<file path="src/rtl/color_pipe.sv">
// Two-stage pixel colour mapper: tag decode and palette lookup, then cursor blink and
// instrument dimming. Run-time-programmable palette; streaming, no backpressure.
module color_pipe #(
    parameter int unsigned NUM_INSTR    = 4,
    parameter int unsigned INSTR_W      = 2,
    parameter int unsigned CW           = 8,
    parameter int unsigned BLINK_PERIOD = 30,
    localparam int unsigned PAL_AW      = $clog2(NUM_INSTR + 3)
) (
    input  logic                clk,
    input  logic                rst_n,
    input  logic                in_valid,
    input  logic [5:0]          pixel_type,
    input  logic [INSTR_W-1:0]  instrument_type,
    input  logic                frame_start,
    input  logic                blink_en,
    input  logic                highlight_en,
    input  logic [INSTR_W-1:0]  active_instr,
    input  logic                pal_we,
    input  logic [PAL_AW-1:0]   pal_addr,
    input  logic [3*CW-1:0]     pal_data,
    output logic                out_valid,
    output logic [CW-1:0]       r,
    output logic [CW-1:0]       g,
    output logic [CW-1:0]       b,
    output logic                blink_phase
);

    localparam int unsigned NUM_ENT = NUM_INSTR + 3;
    localparam int unsigned CNT_W   = (BLINK_PERIOD > 1) ? $clog2(BLINK_PERIOD) : 1;

    localparam logic [PAL_AW-1:0] IDX_STAFF  = PAL_AW'(NUM_INSTR);
    localparam logic [PAL_AW-1:0] IDX_CURSOR = PAL_AW'(NUM_INSTR + 1);
    localparam logic [PAL_AW-1:0] IDX_BG     = PAL_AW'(NUM_INSTR + 2);

    localparam logic [CW-1:0] CH_F = '1;
    localparam logic [CW-1:0] CH_Z = '0;

    typedef logic [3*CW-1:0] rgb_t;
    typedef enum logic [1:0] {ClsOther, ClsNote, ClsCursor} cls_e;

    function automatic rgb_t pal_default(int unsigned idx);
        rgb_t c;
        if (idx < NUM_INSTR) begin
            case (idx % 4)
                0:       c = {CH_F, CH_Z, CH_Z};
                1:       c = {CH_Z, CH_F, CH_Z};
                2:       c = {CH_Z, CH_Z, CH_F};
                default: c = {CH_F, CH_F, CH_Z};
            endcase
        end else if (idx == NUM_INSTR) begin
            c = {CH_F, CH_F, CH_F};
        end else if (idx == NUM_INSTR + 1) begin
            c = {CH_Z, CH_F, CH_F};
        end else begin
            c = {CH_Z, CH_Z, CH_Z};
        end
        return c;
    endfunction

    // Palette
    rgb_t pal_q [NUM_ENT];
    logic pal_hit;

    assign pal_hit = (32'(pal_addr) < NUM_ENT);

    always_ff @(posedge clk or negedge rst_n) begin
        if (!rst_n) begin
            for (int unsigned i = 0; i < NUM_ENT; i++) begin
                pal_q[i] <= pal_default(i);
            end
        end else if (pal_we && pal_hit) begin
            pal_q[pal_addr] <= pal_data;
        end
    end

    // Blink timer
    logic [CNT_W-1:0] frame_cnt_q;
    logic             blink_phase_q;

    always_ff @(posedge clk or negedge rst_n) begin
        if (!rst_n) begin
            frame_cnt_q   <= '0;
            blink_phase_q <= 1'b0;
        end else if (frame_start) begin
            if (frame_cnt_q == CNT_W'(BLINK_PERIOD - 1)) begin
                frame_cnt_q   <= '0;
                blink_phase_q <= ~blink_phase_q;
            end else begin
                frame_cnt_q <= frame_cnt_q + 1'b1;
            end
        end
    end

    assign blink_phase = blink_phase_q;

    // Stage 1: priority decode; an out-of-range instrument falls back to BG as a plain pixel
    logic [PAL_AW-1:0] s1_idx_d;
    cls_e              s1_cls_d;

    always_comb begin
        s1_idx_d = IDX_BG;
        s1_cls_d = ClsOther;
        if (pixel_type[5]) begin
            s1_idx_d = IDX_CURSOR;
            s1_cls_d = ClsCursor;
        end else if (pixel_type[4]) begin
            if (32'(instrument_type) < NUM_INSTR) begin
                s1_idx_d = PAL_AW'(instrument_type);
                s1_cls_d = ClsNote;
            end
        end else if (|pixel_type[3:0]) begin
            s1_idx_d = IDX_STAFF;
        end
    end

    logic               s1_valid_q;
    rgb_t               s1_rgb_q;
    cls_e               s1_cls_q;
    logic [INSTR_W-1:0] s1_instr_q;

    always_ff @(posedge clk or negedge rst_n) begin
        if (!rst_n) begin
            s1_valid_q <= 1'b0;
            s1_rgb_q   <= '0;
            s1_cls_q   <= ClsOther;
            s1_instr_q <= '0;
        end else begin
            s1_valid_q <= in_valid;
            s1_rgb_q   <= pal_q[s1_idx_d];
            s1_cls_q   <= s1_cls_d;
            s1_instr_q <= instrument_type;
        end
    end

    // Stage 2: blink substitution and dimming
    rgb_t out_d;
    rgb_t out_q;

    always_comb begin
        out_d = s1_rgb_q;
        if (s1_cls_q == ClsCursor && blink_en && blink_phase_q) begin
            out_d = pal_q[IDX_BG];
        end else if (s1_cls_q == ClsNote && highlight_en && s1_instr_q != active_instr) begin
            out_d = {1'b0, s1_rgb_q[3*CW-1:2*CW+1],
                     1'b0, s1_rgb_q[2*CW-1:CW+1],
                     1'b0, s1_rgb_q[CW-1:1]};
        end
    end

    always_ff @(posedge clk or negedge rst_n) begin
        if (!rst_n) begin
            out_valid <= 1'b0;
            out_q     <= '0;
        end else begin
            out_valid <= s1_valid_q;
            out_q     <= out_d;
        end
    end

    assign r = out_q[3*CW-1:2*CW];
    assign g = out_q[2*CW-1:CW];
    assign b = out_q[CW-1:0];

endmodule

</file>
<file path="config.mk">
export PLATFORM = sky130hd
export DESIGN_NAME = color_pipe
export DESIGN_NICKNAME = d
export VERILOG_FILES = /design/src/rtl/color_pipe.sv
export SDC_FILE = /design/constraint.sdc
export NUM_CORES = 1
export LEC_CHECK = 0
export ABC_AREA = 1
export BUFFER_PORTS_ARGS = -buffer_cell sky130_fd_sc_hd__buf_2
export CAP_MARGIN = 0
export CORE_MARGIN = 2
export CORE_UTILIZATION = 50
export DETAILED_ROUTE_END_ITERATION = 7
export PLACE_DENSITY_LB_ADDON = 0.25
export SLEW_MARGIN = 30
export SYNTH_ARGS = -nofsm -noshare
export SYNTH_HDL_FRONTEND = slang
export SYNTH_SLANG_ARGS = --single-unit
</file>
<file path="constraint.sdc">
create_clock -name clk -period 1.27 [get_ports clk]
set_input_delay 0 -clock clk [delete_from_list [all_inputs] [get_ports clk]]
set_output_delay 0 -clock clk [all_outputs]
set_load 0.05 [all_outputs]
</file>
After elaboration in Yosys (flattened, before gate mapping)
Index checks and enable logic that the tools add are counted.

cells by class
  $add $sub $neg = 1
  equality and inequality tests = 4
  mux-type cells = 14
  bitwise gates (word level) = 3
  reductions and logical operators = 8
  magnitude comparators = 4

operator list
  kind                   number
  $bwmux W168            1
  $mux W24               5
  $bmux W24 S3           1
  $demux W24 S3          1
  $ge A4 B4 Y1 const B   2
  $not A3 Y4             2
  $logic_and A1 B1 Y1    6
  $mux W3                2
  $add A5 B1 Y5 const B  1
  $eq A5 B5 Y1 const B   1
  $mux W5                1
  $lt A4 B1 Y1 const B   1
  $mux W2                2
  $reduce_or A4 Y1       1
  $lt A3 B3 Y1 const B   1
  $eq A2 B1 Y1 const B   1
  $eq A2 B2 Y1 const B   1
  $ne A2 B2 Y1           1
  $reduce_and A2 Y1      1
  $mux W1                1
  $not A1 Y1             1

word-level totals
  output and inout bits = 26
  register bits after elaboration = 228
  logic and storage cells = 49

Depth between registers and ports, before layout
Gate-level depths: netlist of run 1.

  word-level depth = 8
  depth in mapped cells = 9

Worst setup path before layout of run 1
No wires, ideal clock.

  path type = register -> register
  from = register blink_phase_q, in the netlist blink_phase
  to = register out_q[0]
  setup time = 0.118 ns
  data required time = 1.152 ns
  arrival = 1.372 ns
  path slack = -0.220 ns
  cell stages (with the launch flop) = 5
  cells stage by stage = dfrtp_1 > nand4_1 > clkbuf_1 > nand3_1 > nand2_1

between the ends
  longest elaborated chain between the ends = 2

RTL lines
  element                 RTL line  RTL
  from (decl)             79        logic blink_phase_q;
  from (signal assigned)  88        blink_phase_q <= ~blink_phase_q;
  $logic_and A1 B1 Y1     142       if (s1_cls_q == ClsCursor && blink_en && blink_phase_q) begin
  $mux W24                142
  named net out_d[0]      137       rgb_t out_d;
  to (signal assigned)    157       out_q <= out_d;
  to (decl)               138       rgb_t out_q;

The timed path passes the listed nets, and every way through them passes these cells.
A chain may end at the register's enable or synchronous reset.

Final worst setup path of run 1
  from = register s1_cls_q[1]
  to = register out_q[4]

between the ends
  longest elaborated chain between the ends = 5

RTL lines
  element                           RTL line  RTL
  from (decl)                       119       cls_e s1_cls_q;
  from (signal assigned)            126       s1_cls_q <= ClsOther;
  from (signal assigned)            131       s1_cls_q <= s1_cls_d;
  $eq A2 B1 Y1                      144       end else if (s1_cls_q == ClsNote && highlight_en && s1_instr_q != active_instr) begin
  $logic_and A1 B1 Y1 (2 in a row)  144
  $mux W24                          144
  $mux W24 *                        142
  named net out_d[4]                137

The timed path passes the listed nets; every way through them passes the cells marked *.

==> impl_metrics.ini, run 1 <==
[floorplanning]
coreArea_um2 = 20900
num_io_pins = 70
die_h_um = 150
rows = 53
dieWidth_um = 150
start_util = 0.507
die_area_um2 = 22400

[setup_path]
crit_type = reg2reg
crit_required_ns = 1.67
crit_buf_inv = 1
slowest_delay_ns = 0.39
endpoint_kind = register
cpMostUsedCell = nand3_1
cp_max_fo = 21
cp_cell_sequence = nor3b_2 -> buf_6 -> nand3_1 -> nand3_1 -> nand2_1
worstPathArrival_ns = 1.64
cpMaxStageDelayCell = dfrtp_1
cp-start-kind = register
crit_family = simple AND/OR/NAND/NOR gates

[global_routing]
grt_max_degree = 50
grt_overflow = 0
track_usage = 0.248
first_global_vias = 8248
antenna_found_initial = 0
grt_pass1_wl_um = 44100

[synth]
yosysMostFrequentCell = nand2_1
synth_common_cells = 418 x nand2_1, 167 x o21ai_0, 148 x dfrtp_1, 124 x nand3_1, 111 x inv_1
synth_cell_types = 26
synth_top_area_frac = 0.350
synth.avg_cell_area_um2 = 8.09
synth_area_leaders = dfrtp_1 35%, dfstp_2 20%, nand2_1 15%
syn-num-nets = 1355
seq_area_frac_synth = 0.548
synthArstFlopShare = 1.00
yosys_warnings = 0
synth_top_cell_by_area = dfrtp_1
synth-edff-count = 0
synth-main-ff-cell = dfrtp_1
ys_seq_elements = 228
synth_cells = 1309
syn_area_um2 = 10600

[placed_design]
place_hpwl_um = 16300
portBuffers = 69
gp_congestion = 0.804
dp_slack_ns = 0.0293
place_area_um2 = 11400

[final_layout]
drive_above_1_share = 0.171
antennaDiodeCount = 0
area_growth_pct = 19.5
final_area_um2 = 12700
fin_nets = 1435

[timing]
final.period_utilization = 0.972
min_period_ns = 1.23
rsz0062_at_grt = true
worst_pin_slew_ns = 0.357
finClkSkew_ns = 0.00761
hold_viol = 0
tns_ns = 0
maxSlewHeadroom = 0.762
fin_ws_ns = 0.0359
fmax_mhz = 810
finalMaxSlewViolations = 0
setup_violations = 0

[job]
cap_violations = 0

[clock_tree]
clkSlewWorstSetupHoldPaths_ns = 0.06
clockBufferDepth = 3
clk_latency_ns = 0.52
cts.sinks = 228
cts_tree = done
clockRootBuffer = clkbuf_16
cts_inserted_buffers = 25
htree_levels = 1

[power]
p_leak_nw = 6.31
power.density_nw_per_um2 = 1690
vdd_ir_drop_max_uv = 888

[drt]
vias = 8991
dr.pass1.iters = 6
wl_um = 27600
drc = 0
via_per_inst = 5.35
antenna_left = 0
wire_per_inst_um = 16.4
drt_iter0_drc = 826

[hold_path]
hold_class = in2reg

[outcome]
status = complete, no violations
[cells in the final DEF (no fill, tap or decap), drive strengths merged]
cell,n
nand2,422
o21ai,171
dfrtp,148
nand3,125
inv,112
buf,106
nor2,83
dfstp,80
nand4,51
clkbuf,44
dlygate4sd3,32
nand3b,18
clkinv,3
xor2,2
o22ai,2
a21oi,2
ha,2
nor3b,2
a31oi,1
bufinv,1
[metal layers]
layer / global-route usage / share of wire
met1: 0.394 / 0.49
met2: 0.357 / 0.42
met3: 0.0366 / 0.076
met4: 0.0562 / 0.015
met5: 0 / 0
[layout make-up]
class | instances | area (um^2)
inverter | 112 | 420
sequential | 228 | 5810
timing repair buffer | 141 | 1290
fill | 1854 | 8230
clock buffer | 41 | 786
clock inverter | 4 | 45.0
multi-input combinational | 881 | 3960
tap | 275 | 344
[kinds of logic after synthesis]
group | count (synthesis) | synth area share
xor gates and xnor gates | 2 | 0.00165
DFF | 228 | 0.548
buffers and inverters | 200 | 0.0792
adders and majority gates | 2 | 0.00236
and+or+nand+nor | 701 | 0.285
AOI/OAI and AO/OA | 176 | 0.0835
[worst min-delay path, cell delays in order]
cell	delay [ns]
buf_2	0.12
inv_1	0.09
nor2_4	0.05
buf_12	0.18
[metrics by stage]
| step | util | std cells | hold slack [ns] | total power (W) |
|---|---|---|---|---|
| 2_1_floorplan | - | 1309 | -0.296 | 0.0128 |
| 3_3_place_gp | 0.546 | 1601 | -0.115 | 0.0140 |
| 3_5_place_dp | 0.546 | 1601 | -0.113 | 0.0142 |
| 4_1_cts | 0.601 | 1678 | 0.0115 | 0.0215 |
| 5_1_grt | 0.606 | 1682 | 0.0287 | 0.0226 |
| 6_report | 0.606 | 1682 | 0.00854 | 0.0214 |
[what timing repair did]
action                                  4_1_cts  5_1_grt
setup buffers                                 0        2
hold endpoints to repair                    400        0
hold buffers                                 32        0
resized for setup                             0       11
endpoints found under the setup margin        0       37
[worst paths after layout]
kind | start | end | slack, ns | cells after the start
min in group asynchronous | rst_n | s1_rgb_q[7] | 0.47 | 3
min | pixel_type[4] | s1_cls_q[0] | 0.009 | 4
max in group asynchronous | rst_n | pal_q[90] | 0.12 | 4
max | s1_cls_q[1] | out_q[4] | 0.04 | 5
min reg2reg | s1_valid_q | out_valid | 0.35 | 0
max reg2reg | s1_cls_q[1] | out_q[4] | 0.04 | 5
[sequential cells by signal (all words and copies together) (netlist names)]
signal,count
blink_phase,1
frame_cnt_q,5
out_q,24
out_valid,1
pal_q,168
s1_cls_q,2
s1_instr_q,2
s1_rgb_q,24
s1_valid_q,1
[power breakdown]
group | switching (W) | leakage [nW] | internal (W)
logic | 0.00278 | 3.21 | 0.00154
clock network | 0.00283 | 0.413 | 0.00439
registers | 0.000839 | 2.68 | 0.00906
total | 0.00645 | 6.31 | 0.0150
Power figures use the tool's default switching activity.
==> run 2, diff against run 1 <==
--- a/config.mk
+++ b/config.mk
@@ -9,7 +9,7 @@
 export BUFFER_PORTS_ARGS = -buffer_cell sky130_fd_sc_hd__buf_2
 export CAP_MARGIN = 0
 export CORE_MARGIN = 2
-export CORE_UTILIZATION = 50
+export CORE_UTILIZATION = 55
 export DETAILED_ROUTE_END_ITERATION = 7
 export PLACE_DENSITY_LB_ADDON = 0.25
 export SLEW_MARGIN = 30
==> run 2 against run 1 <==
  * The run now ends with negative setup slack left
  * Utilization up 8.2 points
  * Sequential power about the same
  * Worst setup slack worse by 0.050 ns
  * Sequential cell count unchanged
  * Die area is 8.9% lower
==> impl_metrics.ini, run 2 (synthesis results as in run 1) <==
[clock_tree]
cts_tree = done
htree_levels = 1
clk_latency_ns = 0.53
clockRootBuffer = clkbuf_16
cts.sinks = 228
cts_inserted_buffers = 24
clkSlewWorstSetupHoldPaths_ns = 0.06
clockBufferDepth = 3

[global_routing]
track_usage = 0.272
grt_max_degree = 73
antenna_found_initial = 0
first_global_vias = 8534
grt_overflow = 0
grt_pass1_wl_um = 44400

[final_layout]
reg_top3 = pal_q x168, out_q x24, s1_rgb_q x24
largest_reg_flops = 168
layout_commonest_cell = nand2_1
final_cell_mix = 403 x nand2_1, 164 x o21ai_0, 147 x dfrtp_1
antennaDiodeCount = 0
final_util = 0.688
fin_nets = 1444
area_growth_pct = 21.9
fill_cells = 1474
final_area_um2 = 12900
max_flop_register = pal_q
drive_above_1_share = 0.197

[outcome]
status = finished with violations
violations = negative setup slack

[floorplanning]
start_util = 0.564
num_io_pins = 70
coreArea_um2 = 18800
die_h_um = 143
dieWidth_um = 143
rows = 50
die_area_um2 = 20400

[timing]
fin_ws_ns = -0.0139
finalMaxSlewViolations = 0
rsz0062_at_grt = true
finClkSkew_ns = 0.0151
min_period_ns = 1.28
hold_viol = 0
hold_ws_ns = 0.00123
setup_violations = 5
final.period_utilization = 1.01
fmax_mhz = 779
tns_ns = -0.0384
worst_pin_slew_ns = 0.511
maxSlewHeadroom = 0.660

[job]
cap_violations = 0

[setup_path]
r2r_start = s1_cls_q[0]
cp_cell_sequence = inv_2 -> nor3b_4 -> buf_6 -> buf_4 -> nand3_1 -> nand3_2 -> nand2_1
crit_type = reg2reg
cpMaxStageDelayCell = dfrtp_1
cp-start-kind = register
rrSetupSlack_ns = -0.01
endpoint_kind = register
slowest_delay_ns = 0.36
worstPathArrival_ns = 1.70
crit_required_ns = 1.69
r2r-end = out_q[2]
r2r_cells = 7
cp_max_fo = 6

[drt]
wl_um = 28900
vias = 9331
antenna_left = 0
drt_iter0_drc = 1100
dr.pass1.iters = 5
drc = 0
via_per_inst = 5.66
wire_per_inst_um = 17.5

[placed_design]
place_hpwl_um = 15700
gp_congestion = 0.800
place_area_um2 = 11400
portBuffers = 69

[power]
vdd_ir_drop_max_uv = 991
power.density_nw_per_um2 = 1670
p_leak_nw = 6.44
power_w = 0.0215

[hold_path]
hold_class = in2async
[run 2: cell types whose count changed in the layout (fill, tap and decap cells not counted), sizes merged]
cell	delta
bufinv	-1
clkbuf	+3
dlygate4sd3	-1
buf	+8
[run 2: how the worst max path moves through the flow]
stage,slack [ns],depth (start not counted),to,startpoint
after global placement,0.11,5,out_q[0],s1_cls_q[1]
after global routing,-0.06,7,out_q[2],s1_cls_q[0]
after floorplan,-0.03,4,out_q[0],blink_phase
after detailed placement,0.03,5,blink_phase,frame_cnt_q[1]
after CTS,0.02,5,blink_phase,frame_cnt_q[1]
final,-0.01,7,out_q[2],s1_cls_q[0]
[run 2: power breakdown]
group          switching, W  internal [W]  total, W
Clock               0.00287       0.00423   0.00710
Sequential         0.000841       0.00905   0.00990
Combinational       0.00293       0.00163   0.00456
Total               0.00663        0.0149    0.0215
[run 2: repair_timing]
item / 4_1_cts / 5_1_grt
buffers inserted: 0 / 2
endpoints found under the setup margin: 0 / 34
gates resized for setup: 0 / 57
hold endpoints to repair: 370 / 0
hold buffers: 31 / 0
[run 2: metal layers]
| layer | share of wire | track usage |
|---|---|---|
| met2 | 0.45 | 0.409 |
| met4 | 0.014 | 0.0573 |
| met3 | 0.084 | 0.0537 |
| met1 | 0.45 | 0.413 |
| met5 | 0 | 0 |
[run 2: critical path: cells and delay by family, from the launching register on]
family	cells	cell delay, ns
buf+inv	3	0.39
simple gates	4	0.44
flops	1	0.36
[run 2: stage by stage]
stage / std cells / worst slack [ns]
2_1_floorplan: 1309 / -0.0296
3_3_place_gp: 1564 / 0.107
3_5_place_dp: 1564 / 0.0277
4_1_cts: 1639 / 0.0201
5_1_grt: 1650 / -0.0559
6_report: 1650 / -0.0139
[run 2: final cells by class]
cell class	count	area (um^2)	area share
inverter	112	423	0.0328
multi-input combinational	881	4130	0.320
clock buffer	41	796	0.0617
clock inverter	3	15.0	0.00116
tap	234	293	0.0227
sequential	228	5810	0.450
timing repair buffer	151	1440	0.112
==> run 3, diff against run 2 <==
--- a/config.mk
+++ b/config.mk
@@ -6,8 +6,10 @@
 export NUM_CORES = 1
 export LEC_CHECK = 0
 export ABC_AREA = 1
+export ABC_CLOCK_PERIOD_IN_PS = 1270
 export BUFFER_PORTS_ARGS = -buffer_cell sky130_fd_sc_hd__buf_2
 export CAP_MARGIN = 0
+export CORE_ASPECT_RATIO = 1.5
 export CORE_MARGIN = 2
 export CORE_UTILIZATION = 55
 export DETAILED_ROUTE_END_ITERATION = 7
==> run 3 against run 2 <==
  * The run still ends with negative setup slack left
  * Sequential cell count did not move
  * Maximum frequency fell by 4.7%
  * Register-to-register slack got worse by 0.06 ns
  * Global-route usage fell by 1.2 points
==> impl_metrics.ini, run 3 (synthesis results as in run 1) <==
[job]
cap_violations = 0

[timing]
fin_ws_ns = -0.0766
setup_violations = 23
maxSlewHeadroom = 0.658
hold_ws_ns = 0.0287
finalMaxSlewViolations = 0
min_period_ns = 1.35
tns_ns = -0.616
fmax_mhz = 743
rsz0062_at_grt = true
worst_pin_slew_ns = 0.514
final.period_utilization = 1.06
hold_viol = 0
finClkSkew_ns = 0.00842

[clock_tree]
clockRootBuffer = clkbuf_16
cts.sinks = 228
htree_levels = 1
clockBufferDepth = 3
clk_latency_ns = 0.50
cts_tree = done
cts_inserted_buffers = 21
clkSlewWorstSetupHoldPaths_ns = 0.06

[drt]
wl_um = 28000
dr.pass1.iters = 6
via_per_inst = 5.57
top_layer = met4
wl_met1_um = 11900
antenna_left = 0
drt_iter0_drc = 958
wire_per_inst_um = 16.9
drc = 0
wl_met3_um = 1930
vias = 9236
dr_wl_met2_um = 13400

[setup_path]
endpoint_kind = register
cp_max_fo = 6
worstPathArrival_ns = 1.73
crit_required_ns = 1.66
cp-start-kind = register
crit_type = reg2reg

[final_layout]
max_flop_register = pal_q
drive_above_1_share = 0.179
area_growth_pct = 19.7
largest_reg_flops = 168
final_util = 0.667
final_cells = 1659
layout_commonest_cell = nand2_1
fin_nets = 1435
reg_top3 = pal_q x168, out_q x24, s1_rgb_q x24
antennaDiodeCount = 0
final_cell_mix = 409 x nand2_1, 165 x o21ai_0, 147 x dfrtp_1
fill_cells = 1572

[floorplanning]
die_area_um2 = 20400
rows = 62
start_util = 0.557
num_io_pins = 70
coreArea_um2 = 19000
die_h_um = 174
dieWidth_um = 117

[hold_path]
hold_class = in2reg

[power]
power.density_nw_per_um2 = 1620
vdd_ir_drop_max_uv = 934
p_leak_nw = 6.30

[global_routing]
grt_max_degree = 73
track_usage = 0.260
grt_overflow = 0
antenna_found_initial = 0
first_global_vias = 8651
grt_pass1_wl_um = 42700

[placed_design]
place_inst = 1582
place_hpwl_um = 15000
gp_congestion = 0.814
portBuffers = 69

[outcome]
violations = negative setup slack
status = finished with violations
## run 3: cell count changes in the layout (fill, tap and decap cells not counted), sizes merged
cell | before | now
bufinv | 0 | 1
buf | 114 | 108
clkbuf | 47 | 39
## run 3: area by class of cell
cell class                      count  area [um^2]  area share
Sequential cell                   228         5810       0.458
Multi-Input combinational cell    881         4080       0.322
Timing Repair Buffer              145         1380       0.109
Clock buffer                       33          611      0.0482
Inverter                          112          423      0.0334
Tap cell                          256          320      0.0253
Clock inverter                      4         45.0     0.00356
## run 3: per-layer routing
layer	track usage	up-vias
met5	0	-
met4	0.0873	0
met3	0.0314	73
met2	0.412	389
met1	0.371	4426
li1	-	4348
## run 3: worst max-delay path, cell delays in order, from the launching register on
cell and delay, ns:
dfrtp_1 0.41, nor3b_4 0.22, buf_6 0.17, buf_4 0.16
nand3_1 0.09, nand3_1 0.10, nand2_1 0.07
## run 3: final timing paths
check	start	end	slack [ns]	depth (start not counted)
max	s1_cls_q[1]	out_q[21]	-0.08	6
min reg2reg	s1_valid_q	out_valid	0.35	0
min	pixel_type[2]	s1_rgb_q[3]	0.03	6
max in group asynchronous	rst_n	pal_q[89]	0.16	4
min in group asynchronous	rst_n	pal_q[47]	0.49	3
max reg2reg	s1_cls_q[1]	out_q[21]	-0.08	6
## run 3: metrics by stage
stage	setup WS, ns	area [um^2]	total power [W]
global placement	0.0227	11300	0.0139
finish	-0.0766	12700	0.0205
CTS	0.00742	12300	0.0203
detailed placement	-0.0113	11300	0.0141
global route	-0.113	12700	0.0216
floorplan	-0.0296	10600	0.0128
## run 3: repair_timing
| item | 4_1_cts | 5_1_grt |
|---|---|---|
| pin swaps | 1 | 14 |
| hold buffers | 31 | 0 |
| cloned | 0 | 8 |
| setup endpoints to repair | 3 | 58 |
| buffers inserted | 0 | 1 |
| hold endpoints to repair | 390 | 0 |
| resized for setup | 1 | 43 |
## run 3: where the power goes
group / internal, W / switching (W) / total (W)
clock network: 0.00350 / 0.00269 / 0.00618
logic: 0.00160 / 0.00287 / 0.00447
registers: 0.00905 / 0.000807 / 0.00986
